--- config.mk ---
export PLATFORM = sky130hd
export DESIGN_NAME = twiddle_seq
export DESIGN_NICKNAME = d
export VERILOG_FILES = /design/src/rtl/twiddle_seq_pkg.sv /design/src/rtl/twiddle_seq_align_pipe.sv /design/src/rtl/twiddle_seq.sv
export SDC_FILE = /design/constraint.sdc
export NUM_CORES = 1
export LEC_CHECK = 0
export ABC_AREA = 1
export BUFFER_PORTS_ARGS = -buffer_cell sky130_fd_sc_hd__buf_2
export CAP_MARGIN = 20
export CORE_MARGIN = 1
export CORE_UTILIZATION = 45
export DETAILED_ROUTE_END_ITERATION = 10
export PLACE_DENSITY = 0.7
export SLEW_MARGIN = 20
export SYNTH_ARGS = -nofsm -noshare
export SYNTH_HDL_FRONTEND = slang
export SYNTH_HIERARCHICAL = 1
export SYNTH_SLANG_ARGS = --single-unit
--- constraint.sdc ---
create_clock -name clock -period 2.1 [get_ports clock]
set_input_delay 0.42 -clock clock [delete_from_list [all_inputs] [get_ports clock]]
set_output_delay 0.42 -clock clock [all_outputs]
set_load 0.01 [all_outputs]
--- src/rtl/twiddle_seq_pkg.sv ---
`default_nettype none
// ============================================================================
// Module   : twiddle_seq_pkg
// Purpose  : Shared constants, types and helpers for the twiddle sequencer.
// Revision : 1.0 - initial release
// ============================================================================
package twiddle_seq_pkg;

    localparam int TW_TABLE_AW = 6;

    // Bit-reversed group multiplier, 2 bits per group: grp0->0, grp1->2, grp2->1, grp3->3
    localparam logic [7:0] TW_GRP_SEL = 8'b11_01_10_00;

    localparam logic [0:0] ST_IDLE = 1'b0;
    localparam logic [0:0] ST_RUN  = 1'b1;

    typedef struct packed {
        logic bypass;
        logic first;
        logic last;
    } tw_flags_t;

    function automatic logic [1:0] tw_grp_sel(input logic [1:0] grp);
        return TW_GRP_SEL[{grp, 1'b0} +: 2];
    endfunction

    // The 64-entry table only holds k, 2k and 3k for k = 0..15
    function automatic logic tw_populated(input logic [TW_TABLE_AW-1:0] addr);
        int v;
        v = int'(addr);
        return (v <= 15) || ((v <= 30) && (v % 2 == 0)) || ((v <= 45) && (v % 3 == 0));
    endfunction

endpackage
`default_nettype wire

--- src/rtl/twiddle_seq_align_pipe.sv ---
`default_nettype none
// ============================================================================
// Module   : tw_align_pipe
// Purpose  : Fixed-depth valid/flag delay line aligning control with table data.
// Revision : 1.0 - initial release
// ============================================================================
module tw_align_pipe #(
    parameter int DEPTH  = 2,
    parameter int FLAG_W = 3
) (
    input  logic              clock,
    input  logic              reset_n,
    input  logic              din_valid,
    input  logic [FLAG_W-1:0] din_flags,
    output logic              dout_valid,
    output logic [FLAG_W-1:0] dout_flags,
    output logic              any_valid
);

    logic [DEPTH-1:0]  r_valid;
    logic [FLAG_W-1:0] r_flags [DEPTH];

    for (genvar g = 0; g < DEPTH; g++) begin : g_stage
        if (g == 0) begin : g_head
            always_ff @(posedge clock or negedge reset_n) begin
                if (!reset_n) begin
                    r_valid[0] <= 1'b0;
                    r_flags[0] <= '0;
                end else begin
                    r_valid[0] <= din_valid;
                    r_flags[0] <= din_flags;
                end
            end
        end else begin : g_tail
            always_ff @(posedge clock or negedge reset_n) begin
                if (!reset_n) begin
                    r_valid[g] <= 1'b0;
                    r_flags[g] <= '0;
                end else begin
                    r_valid[g] <= r_valid[g-1];
                    r_flags[g] <= r_flags[g-1];
                end
            end
        end
    end

    assign dout_valid = r_valid[DEPTH-1];
    assign dout_flags = r_flags[DEPTH-1];
    assign any_valid  = |r_valid;

endmodule
`default_nettype wire

--- src/rtl/twiddle_seq.sv ---
`default_nettype none
// ============================================================================
// Module   : twiddle_seq
// Purpose  : Twiddle table address sequencer and aligned multiplier control.
// Revision : 1.0 - initial release
// ============================================================================
module twiddle_seq
    import twiddle_seq_pkg::*;
#(
    parameter int LOG_N = 6,   // 4..6
    parameter int TW_FF = 1    // 0 or 1, must match the table output register
) (
    input  logic                   clock,
    input  logic                   reset_n,
    input  logic                   di_en,
    input  logic                   sync,
    output logic [TW_TABLE_AW-1:0] tw_addr,
    output logic                   mul_en,
    output logic                   mul_bypass,
    output logic                   frame_start,
    output logic                   frame_last,
    output logic                   busy
);

    localparam int             c_depth   = 1 + TW_FF;
    localparam logic [LOG_N-1:0] c_cnt_max = '1;

    logic [LOG_N-1:0]       r_cnt;
    logic [0:0]             r_state;
    logic [TW_TABLE_AW-1:0] r_tw_addr;

    logic [LOG_N-1:0]       w_c;
    logic [1:0]             w_grp;
    logic [LOG_N-3:0]       w_idx;
    logic [LOG_N-1:0]       w_sel_x;
    logic [LOG_N-1:0]       w_idx_x;
    logic [LOG_N-1:0]       w_n;
    logic [TW_TABLE_AW-1:0] w_n_x;
    logic [TW_TABLE_AW-1:0] w_addr;
    tw_flags_t              w_flags_in;
    tw_flags_t              w_flags_out;
    logic                   w_pipe_valid;
    logic                   w_pipe_busy;

    // A sync arriving with a sample makes that sample number 0
    assign w_c     = sync ? '0 : r_cnt;
    assign w_grp   = w_c[LOG_N-1 -: 2];
    assign w_idx   = w_c[LOG_N-3:0];
    assign w_sel_x = {{(LOG_N-2){1'b0}}, tw_grp_sel(w_grp)};
    assign w_idx_x = {2'b00, w_idx};
    assign w_n     = w_sel_x * w_idx_x;
    assign w_n_x   = TW_TABLE_AW'(w_n);
    assign w_addr  = w_n_x << (TW_TABLE_AW - LOG_N);

    always_ff @(posedge clock or negedge reset_n) begin
        if (!reset_n) begin
            r_cnt     <= '0;
            r_state   <= ST_IDLE;
            r_tw_addr <= '0;
        end else if (di_en) begin
            r_cnt     <= w_c + LOG_N'(1);
            r_tw_addr <= w_addr;
            r_state   <= (w_c == c_cnt_max) ? ST_IDLE : ST_RUN;
        end else if (sync) begin
            r_cnt   <= '0;
            r_state <= ST_IDLE;
        end
    end

    assign w_flags_in.bypass = di_en & (w_n == '0);
    assign w_flags_in.first  = di_en & (w_c == '0);
    assign w_flags_in.last   = di_en & (w_c == c_cnt_max);

    tw_align_pipe #(
        .DEPTH  (c_depth),
        .FLAG_W ($bits(tw_flags_t))
    ) u_align (
        .clock      (clock),
        .reset_n    (reset_n),
        .din_valid  (di_en),
        .din_flags  (w_flags_in),
        .dout_valid (w_pipe_valid),
        .dout_flags (w_flags_out),
        .any_valid  (w_pipe_busy)
    );

    assign tw_addr     = r_tw_addr;
    assign mul_en      = w_pipe_valid;
    assign mul_bypass  = w_flags_out.bypass;
    assign frame_start = w_flags_out.first;
    assign frame_last  = w_flags_out.last;
    assign busy        = (r_state == ST_RUN) | w_pipe_busy;

    if (LOG_N == 6) begin : g_chk_table
        a_tw_populated: assert property (
            @(posedge clock) disable iff (!reset_n) di_en |-> tw_populated(w_addr)
        );
    end

endmodule
`default_nettype wire

* Word-level counts from Yosys, hierarchy flattened
Cells that the tools add are included.
Word-level totals: bits in registers 21, bits in latches 0, bits in writable memories 0, memory bits (read-only) 0, input bits 4, output and inout port bits 11, logic and storage cells 24, memories 0
Cells by class: $add $sub $neg 1, multiply operators 1, div/mod/pow operators 0, magnitude comparators 0, equality and inequality tests 1, shifts and indexed selects 1, mux-type cells 5, bitwise operators 4, reduce and logical (&&, ||, !) cells 4
Operator list (count):
- $logic_not A6 Y1 | 2
- $mux W6 | 2
- $shiftx A8 B4 Y2 const A | 1
- $add A6 B1 Y6 const B | 1
- $eq A6 B6 Y1 const B | 1
- $mul A2 B4 Y6 | 1
- $and A1 B1 Y1 | 3
- $mux W1 | 3
- $reduce_bool A2 Y1 | 1
- $reduce_or A2 Y1 | 1
- $or A1 B1 Y1 | 1

* Logic depth before layout (Yosys ltp)
word-level depth 5, gate-level depth with buffers 13, mapped depth without buffers 13

* Hierarchy
The synthesis kept the hierarchy.
By module, submodules not included:
- twiddle_seq | times used 1, cells an instance 104, area each 800.8 um^2, seq. area each 325.3 um^2
- tw_align_pipe | times used 1, cells an instance 14, area each 234.0 um^2, seq. area each 200.2 um^2

* Least setup slack after synthesis
OpenSTA, ideal clock, no wires.
kind input-to-reg, start input sync, end register u_align/r_flags[5] (netlist name), library setup time 71 ps, data arrival time 1757 ps, required time 2029 ps, setup slack 271 ps, cell stages on the path 10, cell sequence nor2_1 -> inv_1 -> nor2_1 -> ha_1 -> inv_1 -> fa_1 -> nand2_1 -> a21oi_1 -> nand3_1 -> nor2_1
RTL lines:
- start: declaration | line twiddle_seq.sv:16 | input logic sync,
- end: declaration | line twiddle_seq_align_pipe.sv:21 | logic [FLAG_W-1:0] r_flags [DEPTH];

==> results by group <==
Outcome
  – Status: finished clean

Clock tree
  – CTS tree: yes
  – CTS clk-pin slew, worst paths: 0.11 ns
  – Post-CTS Resized: 0
  – Num Clock Sinks: 21
  – Hold buffers post-CTS: 0
  – Clock buffer count from CTS: 3
  – Setup Fix Bufs, Post-CTS: 0
  – Htree depth: 1
  – Skew-Pair Late Insertion Delay: 0.30 ns
  – CTS root buf: clkbuf_4
  – Max Buffers Root-to-Sink: 2

Finish
  – Layout net count: 145
  – P&R area growth vs syn: 11.25%
  – Finished Layout Cells: 161
  – Fraction of layout cells with a size suffix above 1: 0.2090
  – Number of fill cells: 191
  – Final core occ: 0.5583
  – Diode count: 0
  – Final Cell Area: 1151 um2

Logic synthesis
  – Post-synth ARST share: 1.000
  – Syn nets: 128
  – Post-synthesis cell area: 1035 um2
  – Avg Inst Size Synth: 8.769 um2
  – Cell type with the largest total area after synthesis: dfrtp_1
  – Post-synthesis cell type count: 23
  – Commonest cells post-synth: nand2_1, dfrtp_1, inv_1, nor2_1, nand3_1
  – Ys Warns: 6
  – #FFs+latches synth: 21
  – Seq/Total Area, Yosys: 0.5079
  – Synth top area share: 0.5079
  – Count leader, synth: nand2_1
  – Synth Flop Type: dfrtp_1
  – Cell count after synthesis: 118
  – EDFF count, synth: 0
  – Dominant cells by area after synthesis: dfrtp_1, nand2_1, ha_1, inv_1, nor2_1

Global routing
  – First-pass GRT wire length: 3312 um
  – Largest net degree at the start of global routing: 22
  – GR Util All Layers: 0.1780
  – Vias in the first global route: 761
  – Initial antenna violation count: 0
  – GRT overflow: 0

Setup path
  – CP Buf/Inv Count: 3
  – Worst r2r path cells: 11
  – Crit-path cells: inv_1 > nor2_1 > inv_1 > nor2_1 > ha_1 > inv_1 > fa_1 > nand2_1 > a21oi_1 > nand3_1 > nor2_1
  – Worst setup SP type: flop
  – Crit path capture type: flop
  – Data arrival time of the worst path: 2.09 ns
  – CP Data Required Time: 2.34 ns
  – Cell family with most CP delay: adder cells
  – Worst path max stage delay: 0.50 ns
  – Critical path peak fanout: 4
  – Critical path's slowest cell: fa_1
  – Crit. path cell count: 11
  – Critical path type: flop to flop

Pwr
  – Switching share of power: 0.2458
  – Clock power share: 0.280
  – LEAKAGE: 0.0006408 uW
  – Net Sw Power: 166.6 uW
  – Part of the power in registers: 0.632
  – PwrDens: 588.8 nW/um2
  – Internal Pwr Total: 511.1 uW
  – Comb pwr share: 0.088
  – Tot Pwr: 677.7 uW
  – Worst VDD drop: 437.8 uV

Timing
  – Setup_tns: 0 ns
  – Tightest Pin Transition: 0.4446 ns
  – Layout Skew: 0.001174 ns
  – Slew HR: 0.7036
  – Hold Fails Final Rpt: 0
  – Minimum clock period: 1.846 ns
  – Fin. max-slew vios: 0
  – RSZ-0062 raised after global routing: no
  – Fmax: 541.8 MHz
  – Crit share post-route: 0.8789
  – Setup violators final: 0

Place
  – Placed insts: 157
  – PortBufs: 14
  – Placed Area: 1124 um2
  – Dpl hpwl: 1396 um
  – Final GP Congestion: 0.9085

Route
  – Vias: 772
  – Iteration count of the initial detailed-routing pass: 4
  – Vias per inst: 4.795
  – Routed WL per cell: 11.48 um
  – Residual DRC count: 0
  – Initial DRC Count: 27
  – Final WL: 1849 um
  – Antenna-violating nets left: 0

Run
  – # Max-Cap Violations: 0

Die
  – Starting Density: 0.5018
  – Die height: 49.95 um
  – Die area: 2495 um2
  – Die width: 49.95 um
  – Cell Rows: 16
  – Core Box Area: 2062 um2
  – I/O pins: 15

Hold path
  – Worst Hold Class: primary input to asynchronous set/reset pin
==> layout by cell type (no fill, tap or decap), types with 2 or more instances in the layout <==
cell       n
nor2_1    16
nand3_1    7
inv_2      3
buf_2     14
inv_1     16
o21ai_0    4
buf_4      2
ha_1       5
dfrtp_1   21
a21oi_1    2
nand2_1   24
clkbuf_4   3
xor2_1     4
==> cell families (layout without fill, tap and decap cells) <==
group           Yosys count  count (layout)  synth area share
simple gates             56              56            0.2406
buf+inv                  23              39           0.09795
flops                    21              21            0.5079
compound gates            8               8           0.03990
fa+ha+maj                 6               6           0.07981
xor+xnor                  4               4           0.03385
==> worst reg2reg max path: stages, from the launching register on <==
cell and delay (ns):
dfrtp_1 0.34, inv_1 0.08, nor2_1 0.14, inv_1 0.10, nor2_1 0.10, ha_1 0.16, inv_1 0.06, fa_1 0.50
nand2_1 0.06, a21oi_1 0.11, nand3_1 0.07, nor2_1 0.09
==> flip-flops by register name, summed over array words and instances, names as in the netlist <==
signal / count
u_align/dout_valid: 1
r_state: 1
u_align/dout_flags: 3
tw_addr: 6
u_align/r_flags: 3
r_cnt: 6
u_align/r_valid: 1
==> stage by stage <==
| stage | setup WS [ns] | hold WS, ns |
|---|---|---|
| 6_report | 0.2543 | 0.04267 |
| 3_3_place_gp | 0.1557 | 0.3324 |
| 4_1_cts | 0.2499 | 0.05787 |
| 5_1_grt | 0.06033 | 0.07215 |
| 3_5_place_dp | 0.08426 | 0.3347 |
| 2_1_floorplan | 0.2714 | 0.1244 |
==> power groups by stage <==
| stage | registers, uW | logic, uW | clock network [uW] |
|---|---|---|---|
| after global placement | 436 | 59.3 | 0 |
| after CTS | 428 | 61.0 | 200 |
| after global routing | 431 | 69.4 | 213 |
| final | 428 | 59.5 | 190 |
| after floorplan | 436 | 38.8 | 0 |
| after detailed placement | 436 | 60.9 | 0 |
==> layout make-up <==
type	count	area, um2	share of cell area
multi-input cells	74	407.9	0.3543
clock buffers	3	22.52	0.01957
flip-flops and latches	21	525.5	0.4565
well taps	27	33.78	0.02935
clock inverters	1	5.005	0.004348
repair buffers	16	85.08	0.07391
inverters	19	71.32	0.06196
==> final timing paths <==
kind / end / slack, ns / from
max in group asynchronous: r_cnt[0] / 1.75 / reset_n
worst max-delay path: u_align/r_flags[5] / 0.25 / r_cnt[5]
worst min-delay path: u_align/dout_valid / 0.04 / reset_n
min in group clock: u_align/r_valid[0] / 0.35 / di_en
worst max register to register: u_align/r_flags[5] / 0.25 / r_cnt[5]
worst min register to register: u_align/dout_flags[1] / 0.36 / u_align/r_flags[4]
==> routing by layer <==
layer  GRT usage  wire length (um)  up-vias
met2      0.2995               830       25
met4     0.01429                 8        0
met5           0                 0        -
met3     0.05556               114        2
met1      0.2323               895      350
li1            -                 -      395
No activity file was read; power rests on OpenSTA's default activity.
